[config.mk]
export PLATFORM = sky130hd
export DESIGN_NAME = wb_write_queue_flat
export DESIGN_NICKNAME = d
export VERILOG_FILES = /design/src/rtl/wb_write_queue_if.sv /design/src/rtl/wb_write_queue.sv /design/src/flat_wrapper.sv
export SDC_FILE = /design/constraint.sdc
export NUM_CORES = 1
export LEC_CHECK = 0
export BUFFER_PORTS_ARGS = -buffer_cell sky130_fd_sc_hd__buf_2
export CAP_MARGIN = 5
export CORE_AREA = 5 5 134 136
export CTS_CLUSTER_DIAMETER = 200
export DETAILED_ROUTE_END_ITERATION = 6
export DIE_AREA = 0 0 139 141
export PLACE_DENSITY_LB_ADDON = 0.08
export SKIP_LAST_GASP = 1
export SLEW_MARGIN = 20
export SYNTH_ARGS = -nofsm -noshare
export SYNTH_HDL_FRONTEND = slang
export SYNTH_SLANG_ARGS = --single-unit
[constraint.sdc]
create_clock -name clk -period 5.4 [get_ports clk]
set_clock_uncertainty 0.2 [all_clocks]
set_input_delay 1.35 -clock clk [delete_from_list [all_inputs] [get_ports clk]]
set_output_delay 1.35 -clock clk [all_outputs]
set_load 0.1 [all_outputs]
[src/rtl/wb_write_queue_if.sv]
// Bus bundle for the register-file write-back queue: the two producer
// handshakes, the register-file write port, the forwarding probes and the
// occupancy status.
// The design side connects through the slave modport and the
// producer/consumer side through the master modport.
interface wb_write_queue_if #(
   parameter int AW    = 6,
   parameter int DW    = 32,
   parameter int DEPTH = 4
);
   localparam int CW = $clog2(DEPTH) + 1;

   logic          ld_valid;
   logic          ld_ready;
   logic [AW-1:0] ld_wa;
   logic [DW-1:0] ld_wd;
   logic          alu_valid;
   logic          alu_ready;
   logic [AW-1:0] alu_wa;
   logic [DW-1:0] alu_wd;
   logic          rf_busy;
   logic [AW-1:0] WA;
   logic [DW-1:0] WD;
   logic          WE1;
   logic [AW-1:0] RA1;
   logic [AW-1:0] RA2;
   logic          fwd1_hit;
   logic [DW-1:0] fwd1_data;
   logic          fwd2_hit;
   logic [DW-1:0] fwd2_data;
   logic [CW-1:0] count;
   logic          full;
   logic          empty;

   modport slave (
      input  ld_valid, ld_wa, ld_wd, alu_valid, alu_wa, alu_wd, rf_busy, RA1, RA2,
      output ld_ready, alu_ready, WA, WD, WE1,
      output fwd1_hit, fwd1_data, fwd2_hit, fwd2_data, count, full, empty
   );

   modport master (
      output ld_valid, ld_wa, ld_wd, alu_valid, alu_wa, alu_wd, rf_busy, RA1, RA2,
      input  ld_ready, alu_ready, WA, WD, WE1,
      input  fwd1_hit, fwd1_data, fwd2_hit, fwd2_data, count, full, empty
   );
endinterface

[src/rtl/wb_write_queue.sv]
// Write-back queue for the 64x32 register file.
// The load unit and the ALU feed one in-order FIFO; load wins when both offer.
// The FIFO head drains into a registered write port (WA/WD/WE1), at most one
// write per cycle, and the drain pauses while rf_busy is high.
// Optional macro WB_FWD_EN adds youngest-first forwarding lookups for RA1/RA2
// over the queued entries plus the output stage. Without the macro the
// forwarding outputs are tied to zero.
module wb_write_queue #(
   parameter int DEPTH = 4,
   parameter int AW    = 6,
   parameter int DW    = 32
) (
   input logic             clk,
   input logic             rst,
   wb_write_queue_if.slave bus
);
   localparam int PW = $clog2(DEPTH);
   localparam int CW = PW + 1;

   logic [PW-1:0] wr_ptr_q, wr_ptr_d;
   logic [PW-1:0] rd_ptr_q, rd_ptr_d;
   logic [CW-1:0] count_q, count_d;
   logic          we1_q, we1_d;
   logic [AW-1:0] wa_q, wa_d;
   logic [DW-1:0] wd_q, wd_d;

   // Queue storage; every entry must be visible at once for forwarding.
   logic [AW-1:0] mem_wa_q [DEPTH];
   logic [DW-1:0] mem_wd_q [DEPTH];

   logic          is_full, is_empty;
   logic          ld_push, alu_push, push, pop;
   logic [AW-1:0] push_wa;
   logic [DW-1:0] push_wd;

   assign is_full  = (count_q == CW'(DEPTH));
   assign is_empty = (count_q == '0);

   // Ready depends only on registered occupancy, so a same-cycle pop never
   // frees a slot for a push.
   assign bus.ld_ready  = !is_full && !rst;
   assign bus.alu_ready = !is_full && !bus.ld_valid && !rst;

   // Transfer decode, pointer/count update and the head-to-output pop.
   always_comb begin
      ld_push  = bus.ld_valid && bus.ld_ready;
      alu_push = bus.alu_valid && bus.alu_ready;
      push     = ld_push || alu_push;
      pop      = !is_empty && !bus.rf_busy;
      push_wa  = ld_push ? bus.ld_wa : bus.alu_wa;
      push_wd  = ld_push ? bus.ld_wd : bus.alu_wd;
      wr_ptr_d = wr_ptr_q;
      rd_ptr_d = rd_ptr_q;
      we1_d    = 1'b0;
      wa_d     = wa_q;
      wd_d     = wd_q;
      if (push) begin
         wr_ptr_d = wr_ptr_q + PW'(1);
      end
      if (pop) begin
         rd_ptr_d = rd_ptr_q + PW'(1);
         we1_d    = 1'b1;
         wa_d     = mem_wa_q[rd_ptr_q];
         wd_d     = mem_wd_q[rd_ptr_q];
      end
      case ({push, pop})
         2'b10:   count_d = count_q + CW'(1);
         2'b01:   count_d = count_q - CW'(1);
         default: count_d = count_q;
      endcase
   end

   // Control and output-stage registers; reset discards every queued entry.
   always_ff @(posedge clk) begin
      if (rst) begin
         wr_ptr_q <= '0;
         rd_ptr_q <= '0;
         count_q  <= '0;
         we1_q    <= 1'b0;
         wa_q     <= '0;
         wd_q     <= '0;
      end else begin
         wr_ptr_q <= wr_ptr_d;
         rd_ptr_q <= rd_ptr_d;
         count_q  <= count_d;
         we1_q    <= we1_d;
         wa_q     <= wa_d;
         wd_q     <= wd_d;
      end
   end

   // Entry write at the tail; push is already blocked while rst is high.
   always_ff @(posedge clk) begin
      if (push) begin
         mem_wa_q[wr_ptr_q] <= push_wa;
         mem_wd_q[wr_ptr_q] <= push_wd;
      end
   end

   assign bus.WA    = wa_q;
   assign bus.WD    = wd_q;
   assign bus.WE1   = we1_q;
   assign bus.count = count_q;
   assign bus.full  = is_full;
   assign bus.empty = is_empty;

`ifdef WB_FWD_EN
   // Entries viewed in age order: slot 0 is the head, higher slots are younger.
   logic          age_valid [DEPTH];
   logic [AW-1:0] age_wa    [DEPTH];
   logic [DW-1:0] age_wd    [DEPTH];

   for (genvar gi = 0; gi < DEPTH; gi++) begin : g_age
      assign age_valid[gi] = (CW'(gi) < count_q);
      assign age_wa[gi]    = mem_wa_q[rd_ptr_q + PW'(gi)];
      assign age_wd[gi]    = mem_wd_q[rd_ptr_q + PW'(gi)];
   end

   // Youngest match wins: start from the output stage, then let each younger
   // queue slot override an older one.
   always_comb begin
      bus.fwd1_hit  = 1'b0;
      bus.fwd1_data = '0;
      bus.fwd2_hit  = 1'b0;
      bus.fwd2_data = '0;
      if (we1_q && (wa_q == bus.RA1)) begin
         bus.fwd1_hit  = 1'b1;
         bus.fwd1_data = wd_q;
      end
      if (we1_q && (wa_q == bus.RA2)) begin
         bus.fwd2_hit  = 1'b1;
         bus.fwd2_data = wd_q;
      end
      for (int k = 0; k < DEPTH; k++) begin
         if (age_valid[k] && (age_wa[k] == bus.RA1)) begin
            bus.fwd1_hit  = 1'b1;
            bus.fwd1_data = age_wd[k];
         end
         if (age_valid[k] && (age_wa[k] == bus.RA2)) begin
            bus.fwd2_hit  = 1'b1;
            bus.fwd2_data = age_wd[k];
         end
      end
   end
`else
   // Probes are not looked up in this build.
   logic unused_fwd_probe;
   assign unused_fwd_probe = ^{bus.RA1, bus.RA2};
   assign bus.fwd1_hit  = 1'b0;
   assign bus.fwd1_data = '0;
   assign bus.fwd2_hit  = 1'b0;
   assign bus.fwd2_data = '0;
`endif
endmodule

[src/flat_wrapper.sv]
// flat-port wrapper written by rule: the top's interface ports become plain ports
module wb_write_queue_flat 
#(
   parameter int DEPTH = 4,
   parameter int AW    = 6,
   parameter int DW    = 32
)
  (clk, rst, bus_ld_valid, bus_ld_wa, bus_ld_wd, bus_alu_valid, bus_alu_wa, bus_alu_wd, bus_rf_busy, bus_RA1, bus_RA2, bus_ld_ready, bus_alu_ready, bus_WA, bus_WD, bus_WE1, bus_fwd1_hit, bus_fwd1_data, bus_fwd2_hit, bus_fwd2_data, bus_count, bus_full, bus_empty);
  wb_write_queue_if #(.AW(AW), .DW(DW), .DEPTH(DEPTH)) bus_i ();
  input logic clk;
  input logic rst;
  input wire logic [$bits(bus_i.ld_valid)-1:0] bus_ld_valid;
  input wire logic [$bits(bus_i.ld_wa)-1:0] bus_ld_wa;
  input wire logic [$bits(bus_i.ld_wd)-1:0] bus_ld_wd;
  input wire logic [$bits(bus_i.alu_valid)-1:0] bus_alu_valid;
  input wire logic [$bits(bus_i.alu_wa)-1:0] bus_alu_wa;
  input wire logic [$bits(bus_i.alu_wd)-1:0] bus_alu_wd;
  input wire logic [$bits(bus_i.rf_busy)-1:0] bus_rf_busy;
  input wire logic [$bits(bus_i.RA1)-1:0] bus_RA1;
  input wire logic [$bits(bus_i.RA2)-1:0] bus_RA2;
  output wire logic [$bits(bus_i.ld_ready)-1:0] bus_ld_ready;
  output wire logic [$bits(bus_i.alu_ready)-1:0] bus_alu_ready;
  output wire logic [$bits(bus_i.WA)-1:0] bus_WA;
  output wire logic [$bits(bus_i.WD)-1:0] bus_WD;
  output wire logic [$bits(bus_i.WE1)-1:0] bus_WE1;
  output wire logic [$bits(bus_i.fwd1_hit)-1:0] bus_fwd1_hit;
  output wire logic [$bits(bus_i.fwd1_data)-1:0] bus_fwd1_data;
  output wire logic [$bits(bus_i.fwd2_hit)-1:0] bus_fwd2_hit;
  output wire logic [$bits(bus_i.fwd2_data)-1:0] bus_fwd2_data;
  output wire logic [$bits(bus_i.count)-1:0] bus_count;
  output wire logic [$bits(bus_i.full)-1:0] bus_full;
  output wire logic [$bits(bus_i.empty)-1:0] bus_empty;
  assign bus_i.ld_valid = bus_ld_valid;
  assign bus_i.ld_wa = bus_ld_wa;
  assign bus_i.ld_wd = bus_ld_wd;
  assign bus_i.alu_valid = bus_alu_valid;
  assign bus_i.alu_wa = bus_alu_wa;
  assign bus_i.alu_wd = bus_alu_wd;
  assign bus_i.rf_busy = bus_rf_busy;
  assign bus_i.RA1 = bus_RA1;
  assign bus_i.RA2 = bus_RA2;
  assign bus_ld_ready = bus_i.ld_ready;
  assign bus_alu_ready = bus_i.alu_ready;
  assign bus_WA = bus_i.WA;
  assign bus_WD = bus_i.WD;
  assign bus_WE1 = bus_i.WE1;
  assign bus_fwd1_hit = bus_i.fwd1_hit;
  assign bus_fwd1_data = bus_i.fwd1_data;
  assign bus_fwd2_hit = bus_i.fwd2_hit;
  assign bus_fwd2_data = bus_i.fwd2_data;
  assign bus_count = bus_i.count;
  assign bus_full = bus_i.full;
  assign bus_empty = bus_i.empty;
  wb_write_queue #(.DEPTH(DEPTH), .AW(AW), .DW(DW)) u_core (.clk(clk), .rst(rst), .bus(bus_i));
endmodule
Yosys cells after proc, flatten, opt, wreduce, memory -nomap -nowiden --
Memory sizes are Yosys's and may differ from the RTL's. A register that Yosys moved wholly into a read port is not among the register bits. Cells that the tools add are included.
Storage, ports and cells: memories 2, output and inout port bits 112, bits in writable memories 152, input bits 93, register bits 8
Cells by class: reduce and logical (&&, ||, !) cells 14, equal/unequal tests 3, multiplexer cells 6, $add $sub $neg 4
Memories:
- u_core.mem_wd_q | words 4, bits a word 32, rd ports 1, clocked after Yosys merged registers in 1, wr ports 1, RTL line wb_write_queue.sv:29 | logic [DW-1:0] mem_wd_q [DEPTH];
- u_core.mem_wa_q | words 4, bits a word 6, rd ports 1, clocked after Yosys merged registers in 1, wr ports 1, RTL line wb_write_queue.sv:28 | logic [AW-1:0] mem_wa_q [DEPTH];
Operator list (count):
- 2-to-1 mux 32 bit | 1
- logical AND 1 bit | 6
- 2-to-1 mux 6 bit | 1
- one-hot mux 3 bit (2 select lines) | 1
- zero test 1 bit | 5
- adder 2 x 1 -> 2 bit, second input constant | 2
- adder 3 x 1 -> 3 bit, second input constant | 1
- equality test 3 bit, second input constant | 1
- zero test 3 bit | 1
- 2-to-1 mux 1 bit | 3
- subtractor 3 x 1 -> 3 bit, second input constant | 1
- equality test 2 x 1 -> 1 bit, second input constant | 1
- equality test 2 bit, second input constant | 1
- nonzero test 2 bit | 1
- logical OR 1 bit | 1

Depth between registers and ports, before layout --
Gate-level depths: netlist of the first run.
word-level depth 8, mapped depth 9, gate-level depth less buffers 9

Worst setup path before layout of the first run --
OpenSTA, ideal clock, no wires.
kind input to output, from in rst, to out bus_alu_ready, path slack 0.228 ns, stages 2, arrival 3.622 ns, cells stage by stage clkbuf_1 > nor3_1
On the way: longest elaborated chain between the ends 2
RTL lines:
- start: declaration | RTL line flat_wrapper.sv:11 | input logic rst;
- zero test 1 bit | RTL line wb_write_queue.sv:42 | assign bus.alu_ready = !is_full && !bus.ld_valid && !rst;
- logical AND 1 bit | RTL line wb_write_queue.sv:42
- end: declaration | RTL line flat_wrapper.sv:22 | output wire logic [$bits(bus_i.alu_ready)-1:0] bus_alu_ready;
No other way between the ends.

Worst setup path after layout of the first run --
Same ends and word-level chain as after synthesis.

==> summary.txt, run 1 <==
Clock network
  – Level count of the clock H-tree: 4
  – Number of post-CTS setup repair buffers: 0
  – Clock-pin slew on the worst setup and hold paths: 0.07 ns
  – Num CTS Buffers: 17
  – CTS hold repair buffers: 0
  – CTS tree: done
  – Maximum buffer depth of the clock tree: 2
  – Root buffer cell: clkbuf_16
  – Insertion delay to the later sink of the worst-skew pair: 0.43 ns
  – CTS sink count: 198
  – CTS resizes: 0

Floorplanning
  – Starting Density: 0.481
  – Row count: 48
  – Total die area: 0.0196 mm2
  – Number of top-level design ports: 205
  – Core outline area: 0.0168 mm2
  – Horizontal die dimension: 139 um
  – Height of the chip: 141 um

Finish
  – Count of nets after finishing: 680
  – Area Growth Syn to Fin: 14.7%
  – Multi-input gate area in the final layout: 0.00220 mm2
  – FF+latch area: 0.00549 mm2
  – Final std cell area, no fill: 0.00928 mm2
  – Antenna cell count: 0
  – Filler instances: 1364
  – Share of the core filled with cells: 0.552
  – Ratio of cells with drive above 1 in the final layout: 0.424

Timing
  – Total count of max-transition violations in the final report: 0
  – Maximum achievable frequency: 266 MHz
  – # setup viols final: 0
  – Share of the cycle needed by the critical path after routing: 0.695
  – Worst-case headroom to the max-slew limit: 0.419
  – Actual transition at the worst max-transition pin: 0.871 ns
  – Number of hold violations in the final report: 0
  – Final total negative setup slack: 0 ns
  – Final WS setup: 1.64 ns
  – Setup repair after global routing missed its margin: no
  – Post-layout minimum cycle time: 3.76 ns

Critical path
  – Internal reg-to-reg setup slack: 2.55 ns
  – Critical path's slowest cell: buf_2
  – Worst endpoint data arrival time: 2.21 ns
  – R2r worst-path depth: 4
  – Data required time at the worst endpoint: 3.85 ns
  – Most frequent cell on the critical path: buf_2
  – Largest stage delay on the critical path: 0.45 ns
  – Startpoint type of the worst setup path: input pin
  – Critical Path Fanout Max: 14
  – Sum of buffers and inverters on the critical path: 2
  – Origin of the critical flop-to-flop path: u_core.bus.count[0]$_SDFFE_PP0P_
  – Critical path's top delay family: buffers and inverters
  – Critical Path Sink Type: output pin
  – Critical setup path kind: in2out
  – CP Cell Sequence: buf_2 -> nor3_1 -> buf_2
  – End of the worst register-to-register path: u_core.mem_wd_q[2][5]$_DFFE_PP_

Route
  – Number of vias per cell: 4.98
  – 1st-iter DRT viols: 207
  – Via count: 4082
  – DRC violations left: 0
  – Number of antenna-violating nets in the routed design: 0
  – Routed wire per std cell: 18.6 um
  – Final Routed Wirelength: 15.2 mm
  – Detailed-router iteration count before antenna repair: 4

GRT
  – Vias in the first global route: 4244
  – Initial antenna violation count: 0
  – Overall track demand over capacity in global routing: 0.158
  – First-pass GRT wire length: 23.4 mm
  – Largest net degree at the start of global routing: 43
  – Remaining Overflow, GRT: 0

Place
  – PortBufs: 126
  – Worst slack after detailed placement: 1.44 ns
  – RePlAce Congestion: 0.711
  – DP HPWL: 9.36 mm
  – Instance area after placement: 0.00872 mm2

Logic synthesis
  – Synth warn: 0
  – Post-synthesis area per instance: 18.0 um2
  – Area of the mapped netlist: 0.00810 mm2
  – Synthesized flop and latch total: 198
  – Synthesized netlist cell count: 449
  – Portion of the post-synthesis area used by sequential elements: 0.678
  – Post-synth cell types: 31

Hold path
  – Worst min-delay path startpoint: u_core.bus.WD[6]$_SDFFE_PP0P_
  – Min-Delay Endpoint: u_core.bus.WD[6]$_SDFFE_PP0P_
  – Type of the most critical hold path: reg2reg
  – Number of cells on the worst hold path: 1

Outcome
  – Result of the run: finished, final reports clean

Power
  – IR drop worst, VDD: 0.484 mV
  – Power Dens Cells: 550 mW/mm2
  – Sum of internal, switching and leakage power: 0.00510 W
  – Static Leak: 3.47 nW

Run
  – Total of max-cap violations: 0
## synth_stat cells
cell / n / area [um2]
o21ai_0: 2 / 10.0
nor3b_4: 1 / 18.8
and2_1: 4 / 25.0
mux2i_1: 1 / 10.0
xor2_1: 2 / 17.5
or3_1: 2 / 12.5
buf_4: 67 / 503
edfxtp_1: 152 / 4560
a21oi_1: 3 / 15.0
nand2b_1: 1 / 6.26
or3_4: 1 / 11.3
nor3_1: 2 / 10.0
buf_6: 7 / 78.8
nor3b_2: 1 / 12.5
a21oi_2: 1 / 8.76
mux2_2: 35 / 394
mux2_1: 4 / 45.0
conb_1: 1 / 3.75
nor2_1: 8 / 30.0
a22o_1: 38 / 333
dfxtp_1: 46 / 921
inv_1: 8 / 30.0
mux4_2: 38 / 856
buf_2: 9 / 45.0
ha_1: 5 / 62.6
a31o_2: 1 / 8.76
clkbuf_1: 5 / 18.8
fa_1: 1 / 20.0
a311oi_1: 1 / 8.76
clkinv_2: 1 / 5.00
nor3_2: 1 / 10.0
## layout make-up
| class | instances | share of cell area |
|---|---|---|
| well taps | 225 | 0.0303 |
| multi-input cells | 219 | 0.237 |
| flip-flops and latches | 198 | 0.591 |
| inverters | 9 | 0.00377 |
| clock buffers | 18 | 0.0462 |
| repair buffers | 136 | 0.0778 |
| clock inverters | 14 | 0.0136 |
## stage by stage
step                cells  hold WS (ns)
floorplan             514         0.275
global placement      785         0.256
detailed placement    786         0.258
CTS                   818         0.279
global route          819         0.290
finish                819         0.271
## cell families (layout without fill, tap and decap cells)
family                   count (synthesis)  in the layout  share of synthesized area
AO/OA/AOI/OAI                           46             46                     0.0474
adder cells (fa/ha/maj)                  6              6                     0.0102
other                                    1             66                   0.000463
flip-flops                             198            198                      0.678
AND/OR/NAND/NOR                         21             21                     0.0168
XOR/XNOR                                 2              2                    0.00216
multiplexers                            78             78                      0.161
buffers and inverters                   97            177                     0.0841
## per-layer routing
metal / vias up / share of wire / track usage / wire length [um]
li1: 1872 / - / - / -
met1: 2040 / 0.42 / 0.195 / 6390
met2: 152 / 0.50 / 0.272 / 7610
met3: 18 / 0.063 / 0.0373 / 961
met4: 0 / 0.016 / 0.0587 / 245
met5: - / 0 / 0 / 0
## worst max path at each step
| stage | slack (ns) | startpoint | cells after the start | to |
|---|---|---|---|---|
| final | 1.64 | rst | 3 | bus_alu_ready |
| after global routing | 1.58 | rst | 3 | bus_alu_ready |
| after detailed placement | 1.44 | rst | 4 | u_core.mem_wd_q[2][1]$_DFFE_PP_ |
| after floorplan | 0.23 | rst | 2 | bus_alu_ready |
| after CTS | 1.65 | rst | 3 | bus_alu_ready |
| after global placement | 1.48 | rst | 3 | u_core.mem_wd_q[0][20]$_DFFE_PP_ |
## report_power, final
group	switching, W	total [W]	internal, W	leakage, nW
sequential	0.000173	0.00211	0.00193	1.76
clock	0.000550	0.00119	0.000639	0.261
combinational	0.00136	0.00181	0.000446	1.45
## registers in the layout, indices dropped and copies added (netlist names)
register and flops:
u_core.rd_ptr_q 2, u_core.bus.WD 32, u_core.wr_ptr_q 2, u_core.bus.WE1 1, u_core.bus.count 3, u_core.mem_wd_q 128, u_core.mem_wa_q 24, u_core.bus.WA 6
## cells in the final DEF (no fill, tap or decap), drive strengths merged
cell	instances
a31o	1
edfxtp	152
mux4	38
a311oi	1
a21oi	4
clkinvlp	4
or3	3
clkbuf	18
fa	1
buf	136
nor2	8
mux2i	1
o21ai	2
conb	66
nand2b	1
dfxtp	46
and2	4
ha	5
nor3	3
inv	12
xor2	2
nor3b	2
a22o	38
mux2	39
clkinv	6
bufinv	1
## worst reg2reg max path: cells and delay by family (launching register included)
kind                   cells  cell delay [ns]
AND/OR/NAND/NOR            3             1.41
flip-flops                 1             0.47
buffers and inverters      1             0.43
No activity file was read; power rests on OpenSTA's default activity.
==> inputs of run 2 (changes only) <==
- clock period: 5.4 -> 3.8 ns (I/O delays scaled with it)
==> summary.txt, run 2 (synthesis results as in run 1) <==
Outcome
  – Result of the run: finished, final reports clean

Timing
  – Worst-case headroom to the max-slew limit: 0.416
  – Total count of max-transition violations in the final report: 0
  – Number of hold violations in the final report: 0
  – # setup viols final: 0
  – Setup repair after global routing missed its margin: no
  – Final WS setup: 0.847 ns
  – Maximum achievable frequency: 339 MHz
  – Share of the cycle needed by the critical path after routing: 0.777
  – Final total negative setup slack: 0 ns
  – Post-layout minimum cycle time: 2.95 ns
  – Actual transition at the worst max-transition pin: 0.875 ns

Finish
  – Count of nets after finishing: 682
  – Flip-flop count of the largest register, all copies and words added: 128
  – Highest-count cells in the layout ignoring fill and taps: edfxtp_1 (152), buf_2 (126), conb_1 (66)
  – Filler instances: 1328
  – Most common library cell in the layout ignoring fill and taps: edfxtp_1
  – Final cell count without fillers: 821
  – Area Growth Syn to Fin: 15.9%
  – Ratio of cells with drive above 1 in the final layout: 0.426
  – Largest reg by FF count: u_core.mem_wd_q
  – Share of the core filled with cells: 0.558
  – Antenna cell count: 0

GRT
  – Initial antenna violation count: 0
  – Remaining Overflow, GRT: 0
  – Overall track demand over capacity in global routing: 0.154
  – First-pass GRT wire length: 23.0 mm
  – Largest net degree at the start of global routing: 43
  – Vias in the first global route: 4232

Clock network
  – Level count of the clock H-tree: 4
  – Num CTS Buffers: 17
  – CTS tree: done
  – Clock-pin slew on the worst setup and hold paths: 0.06 ns
  – Root buffer cell: clkbuf_16
  – CTS resizes: 0
  – Maximum buffer depth of the clock tree: 2
  – Insertion delay to the later sink of the worst-skew pair: 0.42 ns
  – CTS hold repair buffers: 0
  – CTS sink count: 198
  – Number of post-CTS setup repair buffers: 0

Power
  – Power Dens Cells: 787 mW/mm2
  – IR drop worst, VDD: 0.749 mV
  – Internal power contribution: 0.00447 W
  – Static Leak: 3.52 nW
  – Part of the power in registers: 0.407
  – Net Switching: 0.00291 W
  – Combinational share of power: 0.349
  – Fraction of power spent switching nets: 0.394
  – Power share of the clock group: 0.244

Place
  – Number of cells after detailed placement: 789
  – Worst slack after detailed placement: 0.713 ns
  – PortBufs: 126
  – RePlAce Congestion: 0.720
  – DP HPWL: 9.24 mm

Critical path
  – Critical Path Sink Type: output pin
  – Critical Path Fanout Max: 14
  – Origin of the critical flop-to-flop path: u_core.bus.count[0]$_SDFFE_PP0P_
  – Startpoint type of the worst setup path: input pin
  – Worst endpoint data arrival time: 1.80 ns
  – End of the worst register-to-register path: u_core.bus.count[2]$_SDFFE_PP0P_
  – Critical path's slowest cell: buf_2
  – R2r worst-path depth: 10
  – Most frequent cell on the critical path: buf_2
  – CP Cell Sequence: buf_2 -> nor3_2 -> buf_2
  – Data required time at the worst endpoint: 2.65 ns
  – Critical setup path kind: in2out
  – Internal reg-to-reg setup slack: 1.29 ns
  – Largest stage delay on the critical path: 0.44 ns

Hold path
  – Type of the most critical hold path: reg2reg
  – Number of cells on the worst hold path: 1
  – Min-Delay Endpoint: u_core.bus.WD[23]$_SDFFE_PP0P_
  – Worst min-delay path startpoint: u_core.bus.WD[23]$_SDFFE_PP0P_

Route
  – Number of antenna-violating nets in the routed design: 0
  – Via count: 4064
  – DRC violations left: 0
  – Final Routed Wirelength: 14.9 mm
  – Detailed-router iteration count before antenna repair: 4
  – Number of vias per cell: 4.95
  – 1st-iter DRT viols: 207
  – Routed wire per std cell: 18.2 um

Floorplanning
  – Height of the chip: 141 um
  – Row count: 48
  – Horizontal die dimension: 139 um
  – Number of top-level design ports: 205
  – Core outline area: 0.0168 mm2
  – Starting Density: 0.481
  – Total die area: 0.0196 mm2

Run
  – Total of max-cap violations: 0
## run 2: cell types whose count changed in the layout (fill, tap and decap cells not counted), sizes merged
| cell | change |
|---|---|
| buf | +2 |
| bufinv | +2 |
| clkbuf | +5 |
| clkinvlp | -3 |
| inv | -4 |
## run 2: how the worst max path moves through the flow
stage                                     startpoint  slack, ns                               end
finish                                           rst       0.85                     bus_alu_ready
global route        u_core.bus.count[0]$_SDFFE_PP0P_       0.80                         bus_empty
CTS                 u_core.bus.count[0]$_SDFFE_PP0P_       0.83                         bus_empty
detailed placement                               rst       0.71  u_core.bus.count[2]$_SDFFE_PP0P_
global placement                                 rst       0.77  u_core.bus.count[2]$_SDFFE_PP0P_
floorplan           u_core.bus.count[0]$_SDFFE_PP0P_      -0.02                     bus_alu_ready
## run 2: stage by stage
stage          total power (W)  hold WS (ns)  instance area [um2]
2_1_floorplan          0.00523         0.275                 8350
3_5_place_dp           0.00567         0.256                 8780
6_report               0.00738         0.272                 9380
3_3_place_gp           0.00563         0.257                 8780
4_1_cts                0.00746         0.276                 9380
5_1_grt                0.00768         0.290                 9380
## run 2: power by group through the flow
| stage | Clock, W | Sequential, W | Combinational (W) |
|---|---|---|---|
| 6_report | 0.00180 | 0.00301 | 0.00257 |
| 5_1_grt | 0.00192 | 0.00306 | 0.00270 |
| 4_1_cts | 0.00183 | 0.00302 | 0.00261 |
| 3_5_place_dp | 0 | 0.00306 | 0.00260 |
| 3_3_place_gp | 0 | 0.00305 | 0.00258 |
| 2_1_floorplan | 0 | 0.00387 | 0.00135 |
## run 2: critical path: cells and delay by family
kind	cells	cell delay (ns)
buffers and inverters	2	0.66
and+or+nand+nor	1	0.19
## run 2: per-layer routing
layer	wire, um	track usage	share of wire	vias up
met1	6160	0.184	0.41	2014
li1	-	-	-	1881
met4	225	0.0551	0.015	0
met5	0	0	0	-
met3	960	0.0427	0.064	20
met2	7560	0.268	0.51	149
## run 2: layout make-up
cell class,instances,area [um2],area share
Clock inverter,9,125,0.0133
Tap cell,225,282,0.0300
Timing Repair Buffer,138,771,0.0822
Inverter,9,35.0,0.00373
Sequential cell,198,5490,0.586
Clock buffer,23,468,0.0499
Multi-Input combinational cell,219,2210,0.235
